File: config.mk
export PLATFORM = sky130hd
export DESIGN_NAME = sseg_scan_driver
export DESIGN_NICKNAME = d
export VERILOG_FILES = /design/src/rtl/sseg_scan_driver_pkg.sv /design/src/rtl/sseg_scan_driver_hex_seg_lut.sv /design/src/rtl/sseg_scan_driver.sv
export SDC_FILE = /design/constraint.sdc
export NUM_CORES = 1
export LEC_CHECK = 0
export ABC_AREA = 1
export BUFFER_PORTS_ARGS = -buffer_cell sky130_fd_sc_hd__buf_2
export CAP_MARGIN = 10
export CORE_MARGIN = 4
export CORE_UTILIZATION = 53
export CTS_CLUSTER_SIZE = 24
export DETAILED_ROUTE_END_ITERATION = 8
export PLACE_DENSITY = 0.76
export SYNTH_ARGS = -nofsm -noshare
export SYNTH_HDL_FRONTEND = slang
export SYNTH_HIERARCHICAL = 1
export SYNTH_SLANG_ARGS = --single-unit
File: constraint.sdc
create_clock -name CLK -period 2.35 [get_ports CLK]
set_input_delay 0.47 -clock CLK [delete_from_list [all_inputs] [get_ports CLK]]
set_output_delay 0.47 -clock CLK [all_outputs]
set_load 0.02 [all_outputs]
File: src/rtl/sseg_scan_driver_pkg.sv
// sseg_pkg: shared constants and helpers for the multiplexed 7-segment driver.
//   SEG_TABLE  - hex nibble -> active-low segment code {a,b,c,d,e,f,g}
//   SEG_BLANK  - all segments dark
//   anode_off  - all-ones anode pattern for a given digit count
//   width_of   - counter width for a range of n values, never below 1
package sseg_pkg;

  localparam int MAX_DIGITS = 8;

  localparam logic [6:0] SEG_BLANK = 7'b1111111;

  localparam logic [6:0] SEG_TABLE [16] = '{
    7'b0000001, 7'b1001111, 7'b0010010, 7'b0000110,
    7'b1001100, 7'b0100100, 7'b0100000, 7'b0001111,
    7'b0000000, 7'b0000100, 7'b0001000, 7'b1100000,
    7'b0110001, 7'b1000010, 7'b0110000, 7'b0111000
  };

  function automatic int width_of(input int n);
    return (n > 1) ? $clog2(n) : 1;
  endfunction

  function automatic logic [MAX_DIGITS-1:0] anode_off(input int digits);
    logic [MAX_DIGITS-1:0] r;
    r = '0;
    for (int i = 0; i < MAX_DIGITS; i++) begin
      if (i < digits) r[i] = 1'b1;
    end
    return r;
  endfunction

endpackage

File: src/rtl/sseg_scan_driver_hex_seg_lut.sv
// hex_seg_lut: combinational hex nibble to active-low 7-segment code.
//   nibble_i  in  4  hex digit
//   seg_o     out 7  segments, bit6 = a ... bit0 = g, active-low
module hex_seg_lut
  import sseg_pkg::*;
(
  input  logic [3:0] nibble_i,
  output logic [6:0] seg_o
);

  assign seg_o = SEG_TABLE[nibble_i];

endmodule

File: src/rtl/sseg_scan_driver.sv
// sseg_scan_driver: time-multiplexed N-digit hex display driver.
// A LOAD captures VALUE/DP/BLANK into a shadow register; the shadow moves to
// the displayed (active) register only at a frame boundary, so a frame never
// mixes old and new data. All display outputs are registered.
//   CLK      in   system clock
//   RST      in   asynchronous active-high reset
//   LOAD     in   capture strobe for VALUE/DP/BLANK
//   VALUE    in   4*DIGITS packed nibbles, [3:0] = rightmost digit 0
//   DP       in   per-digit decimal point request, 1 = lit
//   BLANK    in   per-digit forced blank, 1 = dark
//   SSEG_CA  out  segment cathodes, active-low, bit6 = a ... bit0 = g
//   SSEG_DP  out  decimal-point cathode, active-low
//   SSEG_AN  out  digit anodes, active-low
//   FRAME    out  one-cycle pulse after each frame boundary
module sseg_scan_driver
  import sseg_pkg::*;
#(
  parameter int DIGITS      = 4,
  parameter int REFRESH_DIV = 100000,
  parameter int LZ_BLANK    = 1
) (
  input  logic                  CLK,
  input  logic                  RST,
  input  logic                  LOAD,
  input  logic [4*DIGITS-1:0]   VALUE,
  input  logic [DIGITS-1:0]     DP,
  input  logic [DIGITS-1:0]     BLANK,
  output logic [6:0]            SSEG_CA,
  output logic                  SSEG_DP,
  output logic [DIGITS-1:0]     SSEG_AN,
  output logic                  FRAME
);

  localparam int IDX_W = width_of(DIGITS);
  localparam int PRE_W = width_of(REFRESH_DIV);
  localparam logic [MAX_DIGITS-1:0] AN_OFF_FULL = anode_off(DIGITS);
  localparam logic [DIGITS-1:0]     AN_OFF      = AN_OFF_FULL[DIGITS-1:0];
  localparam logic [PRE_W-1:0]      PRE_LAST    = PRE_W'(REFRESH_DIV - 1);
  localparam logic [IDX_W-1:0]      IDX_LAST    = IDX_W'(DIGITS - 1);

  logic [PRE_W-1:0]    presc_q, presc_d;
  logic [IDX_W-1:0]    idx_q, idx_d;
  logic [4*DIGITS-1:0] shd_val_q, act_val_q, act_val_d;
  logic [DIGITS-1:0]   shd_dp_q, act_dp_q, act_dp_d;
  logic [DIGITS-1:0]   shd_blank_q, act_blank_q, act_blank_d;
  logic                pending_q, pending_d;
  logic [DIGITS-1:0]   an_q, an_d;
  logic [6:0]          ca_q, ca_d;
  logic                dp_q, dp_d;
  logic                frame_q, frame_d;

  logic                presc_wrap, frame_edge;
  logic [DIGITS-1:0]   lz_lead;
  logic [3:0]          nibble;
  logic [6:0]          seg_code;
  logic                dark;

  // Scan timing and double-buffer transfer.
  always_comb begin
    presc_wrap  = (presc_q == PRE_LAST);
    frame_edge  = presc_wrap && (idx_q == IDX_LAST);
    presc_d     = presc_wrap ? '0 : presc_q + PRE_W'(1);
    idx_d       = idx_q;
    if (presc_wrap) idx_d = (idx_q == IDX_LAST) ? '0 : idx_q + IDX_W'(1);
    act_val_d   = act_val_q;
    act_dp_d    = act_dp_q;
    act_blank_d = act_blank_q;
    // The copy uses the pre-edge shadow, so a LOAD on the boundary edge
    // lands in the shadow and stays pending for the next frame.
    if (frame_edge && pending_q) begin
      act_val_d   = shd_val_q;
      act_dp_d    = shd_dp_q;
      act_blank_d = shd_blank_q;
    end
    pending_d = pending_q;
    if (LOAD)            pending_d = 1'b1;
    else if (frame_edge) pending_d = 1'b0;
    frame_d = frame_edge;
  end

  // lz_lead[k] = every active nibble from k up to the top digit is zero.
  always_comb begin
    logic zrun;
    zrun    = 1'b1;
    lz_lead = '0;
    for (int k = DIGITS - 1; k >= 0; k--) begin
      zrun       = zrun & (act_val_q[4*k +: 4] == 4'h0);
      lz_lead[k] = zrun;
    end
  end

  assign nibble = act_val_q[{idx_q, 2'b00} +: 4];

  hex_seg_lut u_lut (
    .nibble_i (nibble),
    .seg_o    (seg_code)
  );

  always_comb begin
    dark = act_blank_q[idx_q] |
           ((LZ_BLANK != 0) && (idx_q != '0) && lz_lead[idx_q]);
    ca_d = dark ? SEG_BLANK : seg_code;
    dp_d = dark | ~act_dp_q[idx_q];
    // Prescaler 0 is a dead cycle so the anode switch never ghosts.
    an_d = AN_OFF;
    if (presc_q != '0) an_d[idx_q] = 1'b0;
  end

  always_ff @(posedge CLK or posedge RST) begin
    if (RST) begin
      presc_q     <= '0;
      idx_q       <= '0;
      shd_val_q   <= '0;
      shd_dp_q    <= '0;
      shd_blank_q <= '0;
      act_val_q   <= '0;
      act_dp_q    <= '0;
      act_blank_q <= '0;
      pending_q   <= 1'b0;
      an_q        <= AN_OFF;
      ca_q        <= SEG_BLANK;
      dp_q        <= 1'b1;
      frame_q     <= 1'b0;
    end else begin
      presc_q     <= presc_d;
      idx_q       <= idx_d;
      if (LOAD) begin
        shd_val_q   <= VALUE;
        shd_dp_q    <= DP;
        shd_blank_q <= BLANK;
      end
      act_val_q   <= act_val_d;
      act_dp_q    <= act_dp_d;
      act_blank_q <= act_blank_d;
      pending_q   <= pending_d;
      an_q        <= an_d;
      ca_q        <= ca_d;
      dp_q        <= dp_d;
      frame_q     <= frame_d;
    end
  end

  assign SSEG_CA = ca_q;
  assign SSEG_DP = dp_q;
  assign SSEG_AN = an_q;
  assign FRAME   = frame_q;

endmodule
Yosys cells after proc, flatten, opt, wreduce, memory -nomap -nowiden
Memory sizes are Yosys's and may differ from the RTL's.
Index checks and enable logic that the tools add are counted.
{ "totals": {"reg_bits": 81, "rom_bits": 112, "in_bits": 27, "output_inout_bits": 13, "wordCells": 57, "mem_count": 1} }
{ "op_classes": {"addsub": 2, "n_lt_le_gt_ge": 3, "n_eq_ne": 2, "n_shift": 1, "n_mux": 16, "bitwise": 8, "reduce_logical": 11} }
{ "memory_table": {"columns": ["name", "depth", "width", "read_ports", "rd_ports_with_merged_regs", "write_ports", "line_no", "rtl"], "rows": [
  ["(no name shown)", 16, 7, 1, 0, 0, "sseg_scan_driver_hex_seg_lut.sv:11", "assign seg_o = SEG_TABLE[nibble_i];"]
]} }
{ "op_table": {"columns": ["cell", "n"], "rows": [
  ["7-bit two-way mux", 3],
  ["17-bit by 1-bit adder with 17-bit output, second input constant", 1],
  ["17-bit equality test, second input constant", 1],
  ["17-bit two-way mux", 1],
  ["17-bit nonzero test", 1],
  ["4-bit zero test", 4],
  ["16-bit by 5-bit indexed part select with 4-bit output", 1],
  ["1-bit binary-select mux with 2-bit select", 3],
  ["1-bit two-way mux", 6],
  ["5-bit greater-or-equal comparator, second input constant", 1],
  ["4-bit NOT with 5-bit output", 1],
  ["1-bit logical AND", 4],
  ["4-bit two-way mux", 1],
  ["4-bit NOT", 1],
  ["2-bit nonzero test", 2],
  ["1-bit AND", 3],
  ["2-bit by 3-bit < comparator with 1-bit output, second input constant", 1],
  ["2-bit by 1-bit adder with 2-bit output, second input constant", 1],
  ["1-bit demux with 2-bit select", 1],
  ["2-bit equality test, second input constant", 1],
  ["2-bit by 1-bit greater-or-equal comparator with 1-bit output, second input constant", 1],
  ["2-bit two-way mux", 1],
  ["1-bit bitwise OR", 2],
  ["1-bit NOT", 1]
]} }

Logic depth before layout (Yosys ltp)
{ "logic_depth": {"depth_word": 9, "ltp_mapped": 12, "mapped_depth_nobuf": 11} }

Cells and area by module
Netlist, hierarchy kept.
{ "modules_own_cells": {"columns": ["mod", "n_inst", "cells_per_inst", "area_per_inst_um2", "seq_area_each_um2"], "rows": [
  ["sseg_scan_driver", 1, 455, 3756.1, 2042.0],
  ["hex_seg_lut", 1, 49, 274.0, 0.0]
]} }

Worst setup path before layout
No wires, ideal clock.
{ "synth_path": {"kind": "reg2reg", "from": "reg idx_q[0]", "to": "reg ca_q[3] (netlist: SSEG_CA[3])", "setup_time_ns": 0.090, "arrival_ns": 1.973, "required_time_ns": 2.260, "slack_ns": 0.286, "path_stages_with_launch": 12, "path_buffers": 1, "synth_period_minus_slack_ns": 2.064, "cell_sequence": "dfrtp_1 inv_1 clkbuf_1 o21ai_0 o22ai_1 inv_1 ha_1 nand2_1 nand3_1 nand2_1 inv_1 nand3_1"} }
{ "synth_between": {"elab_chain_cells": 6, "elab_cells_between_ends": 13, "cone_classes": "shift: 1; mux: 7; bitwise: 2; reduce/logical: 2; memory: 1"} }
{ "synth_lines": {"columns": ["item", "line_no", "rtl"], "rows": [
  ["start: declaration", "sseg_scan_driver.sv:42", "logic [IDX_W-1:0] idx_q, idx_d;"],
  ["start signal: assignment", "sseg_scan_driver.sv:126", "idx_q <= idx_d;"],
  ["16-bit by 5-bit indexed part select with 4-bit output", "sseg_scan_driver.sv:92", "assign nibble = act_val_q[{idx_q, 2'b00} +: 4];"],
  ["net nibble[1]", "sseg_scan_driver.sv:54", "logic [3:0] nibble;"],
  ["4-bit NOT with 5-bit output (not written as such)", "sseg_scan_driver_hex_seg_lut.sv:11", null],
  ["memory 16 x 7 bit", null, null],
  ["7-bit two-way mux (not written as such) (2 in series)", "sseg_scan_driver_hex_seg_lut.sv:11", null],
  ["net seg_code[3]", "sseg_scan_driver.sv:55", "logic [6:0] seg_code;"],
  ["7-bit two-way mux", "sseg_scan_driver.sv:102", "ca_d = dark ? SEG_BLANK : seg_code;"],
  ["net ca_d[3]", "sseg_scan_driver.sv:48", "logic [6:0] ca_q, ca_d;"],
  ["end signal: assignment", "sseg_scan_driver.sv:121", "ca_q <= SEG_BLANK;"],
  ["end signal: assignment", "sseg_scan_driver.sv:137", "ca_q <= ca_d;"],
  ["end: declaration", "sseg_scan_driver.sv:48", null]
]} }
The timed path passes the listed nets, and every way through them passes these cells. The select of a mux whose other input is x is not followed.
A chain may end at the register's enable or synchronous reset.

Final worst setup path
Same ends and word-level chain as after synthesis.

==> results_dict.tcl <==
set metrics [dict create \
    globalRoute.busiestLayer "met2" \
    final_report_setup_violation_count 0 \
    n_fill_cell 626 \
    critPathRequiredTime_ns 2.62 \
    critical-path-max-stage-delay_ns 0.41 \
    final_area_um2 4570 \
    clock-sinks 81 \
    antenna_left 0 \
    synthDominantCellAreaShare_pct 42.8 \
    synth.ff_latch_count 81 \
    run_status "completed" \
    remaining_drc_errors 0 \
    critical_path.reg2reg.startpoint "idx_q[0]" \
    drt_first_pass_iters 5 \
    fin_setup_tns_ns 0 \
    slew-limit-headroom_pct 54.0 \
    clock-root-buffer "sky130_fd_sc_hd__clkbuf_8" \
    h_tree_level_count 3 \
    synth-edff-count 0 \
    route.vias.total 3253 \
    finalHoldViolations 0 \
    worstSetupPathType "flop to flop" \
    path_max_fanout 17 \
    first_pass_grt_wire_length_um 14300 \
    timing_max_transition_violations_final 0 \
    synth_flop_cell "sky130_fd_sc_hd__dfrtp_1" \
    cts.clk_slew.worst_paths_ns 0.08 \
    cts_tree "done" \
    cp.arrival_ns 2.22 \
    postCtsSetupBuffers 0 \
    initial_utilization_pct 55.0 \
    synth.cell_area_um2 4030 \
    die-area_um2 9060 \
    antenna_cells 0 \
    synth_async_sr_flop_share_pct 100 \
    worst_ir_drop_vdd_uv 389 \
    design.core.area_um2 7330 \
    tightest_slew_ns 0.689 \
    yosysWarningCount 6 \
    grt_pass1_vias 3183 \
    totalWireLength_um 7880 \
    post_synth_main_area_contributors "sky130_fd_sc_hd__dfrtp_1 43%, sky130_fd_sc_hd__nand2_1 18%, sky130_fd_sc_hd__dfstp_2 7.8%, sky130_fd_sc_hd__nor2_1 4.6%, sky130_fd_sc_hd__ha_1 4.0%" \
    critical_path.most_common_cell "sky130_fd_sc_hd__nand2_1" \
    floorplan.die.height_um 95.2 \
    fmax_ghz 0.515 \
    design.final.nets 582 \
    met1_capacity_usage_during_global_routing_pct 26.9 \
    place_area_um2 4310 \
    fin_skew_ns 0.00641 \
    grt_use_total_pct 20.0 \
    ctsResizeCount 0 \
    synthCells 504 \
    met3_usage_pct 4.03 \
    drive_above_1_share_pct 16.8 \
    cts_hold_buffers 0 \
    estimated_wirelength_of_the_detail_placed_design_um 5640 \
    dr_wl_cell_um 12.2 \
    cap_viol_max_count 0 \
    number_of_antenna_violations_at_the_first_check_in_global_routing 0 \
    gpl.final_weighted_congestion 0.938 \
    power.density_cell_area_nw_per_um2 630 \
    fin_crit_sh_pct 82.7 \
    number_of_drc_markers_in_iteration_0 185 \
    rows 31 \
    portBuffers 39 \
    die_span_in_x_um 95.2 \
    class_of_the_tightest_hold_or_removal_check "input port to asynchronous set/reset pin" \
    worstSetupStartpointType "flop" \
    critical_path_cell_list "inv_1, o21ai_0, o22ai_1, inv_1, nand2_1, nand2_1, nand2_1, nand2_1, inv_1, nand3_1" \
    grt_max_degree 52 \
    cts-root-to-sink-buffers 2 \
    cp_endpoint_kind "flop" \
    layout_min_cycle_time_ns 1.94 \
    post_synthesis_net_count 544 \
    p_leak_nw 2.42 \
    crit_slowest_cell "sky130_fd_sc_hd__o22ai_1" \
    grt-ovfl-total 0 \
    avgViaCountPerCell 5.04 \
    cts_buffers 9 \
    grt_setup_unrepaired "no" \
    synth_top_cell_by_area "sky130_fd_sc_hd__dfrtp_1" \
    synth_area_per_cell_um2 8.00 \
    synth.distinct_cells 30 \
    synth_to_layout_area_growth_pct 13.5 \
    ys_seq_area_share_pct 50.7 \
    crit_start "idx_q[0]" \
    clock_latency_ns 0.35 \
    gr-usage-met2_pct 31.7 \
    number_of_top_level_pins 40 \
]
-- flip-flops by register name, indices dropped and copies added (netlist names) --
signal,flops
presc_q,17
act_val_q,16
shd_val_q,16
SSEG_CA,7
SSEG_AN,4
act_blank_q,4
act_dp_q,4
shd_blank_q,4
shd_dp_q,4
idx_q,2
FRAME,1
SSEG_DP,1
pending_q,1
-- placed cells by master, fill, tap and decap left out, drive strengths merged, types with 5 or more instances in the layout --
cell type | netlist | layout
o21ai | 24 | 24
inv | 45 | 45
dfstp | 12 | 12
ha | 13 | 13
nor2 | 53 | 53
o22ai | 5 | 5
nand4 | 26 | 26
a21oi | 6 | 6
buf | 13 | 47
clkbuf | 7 | 9
nand2 | 192 | 192
nand3 | 28 | 28
dfrtp | 69 | 69
-- path summary, 6_finish.rpt --
path | to | slack (ns) | depth (start not counted)
min in group CLK | shd_val_q[10] | 0.31 | 3
setup / recovery | SSEG_CA[3] | 0.41 | 10
hold / removal | presc_q[2] | 0.20 | 2
max in group asynchronous | act_val_q[13] | 1.51 | 3
hold reg to reg | shd_val_q[12] | 0.48 | 2
setup reg to reg | SSEG_CA[3] | 0.41 | 10
-- critical path: cells and delay by family, from the launching register on --
family	cells	cell delay, ns
buf+inv	3	0.57
compound gates	2	0.54
flops	1	0.39
simple gates	5	0.36
-- where the power goes --
group	internal [mW]	leakage [nW]	switching, mW	total (mW)
Clock	0.815	0.130	0.516	1.33
Sequential	1.43	1.03	0.0201	1.45
Combinational	0.0354	1.27	0.0629	0.0984
-- layer usage --
| layer | wire length [um] | vias to the layer above |
|---|---|---|
| li1 | - | 1675 |
| met1 | 3750 | 1493 |
| met2 | 3670 | 79 |
| met3 | 377 | 6 |
| met4 | 86 | 0 |
| met5 | 0 | - |
-- cell families after synthesis --
logic type	Yosys count	share of synthesized area [%]
xor gates and xnor gates	4	0.869
and+or+nand+nor	304	32.4
buffers and inverters	66	7.17
adders and majority gates	13	4.04
AOI/OAI and AO/OA	36	4.87
DFF	81	50.7
-- synthesized netlist by cell type (all sizes together), types with 5 or more instances --
library cell / n
a21oi: 6
buf: 13
clkbuf: 7
dfrtp: 69
dfstp: 12
ha: 13
inv: 45
nand2: 192
nand3: 28
nand4: 26
nor2: 53
o21ai: 24
o22ai: 5
-- through the flow --
stage | setup slack (ns) | total power [mW] | cells | hold slack [ns] | utilization, %
floorplan | 0.286 | 1.53 | 504 | 0.437 | -
global placement | 0.565 | 1.57 | 630 | 0.456 | 58.8
detailed placement | 0.469 | 1.58 | 630 | 0.461 | 58.8
CTS | 0.452 | 2.90 | 646 | 0.210 | 62.4
global route | 0.178 | 2.98 | 646 | 0.248 | 62.4
finish | 0.406 | 2.88 | 646 | 0.200 | 62.4
-- final cells by class --
type,count,area [um2],area share (%)
Inverter,46,176,3.86
Tap cell,99,124,2.71
Sequential cell,81,2040,44.6
Multi-Input combinational cell,357,1700,37.1
Clock buffer,9,124,2.71
Clock inverter,7,141,3.09
Timing Repair Buffer,47,268,5.85
Power figures use the tool's default switching activity.
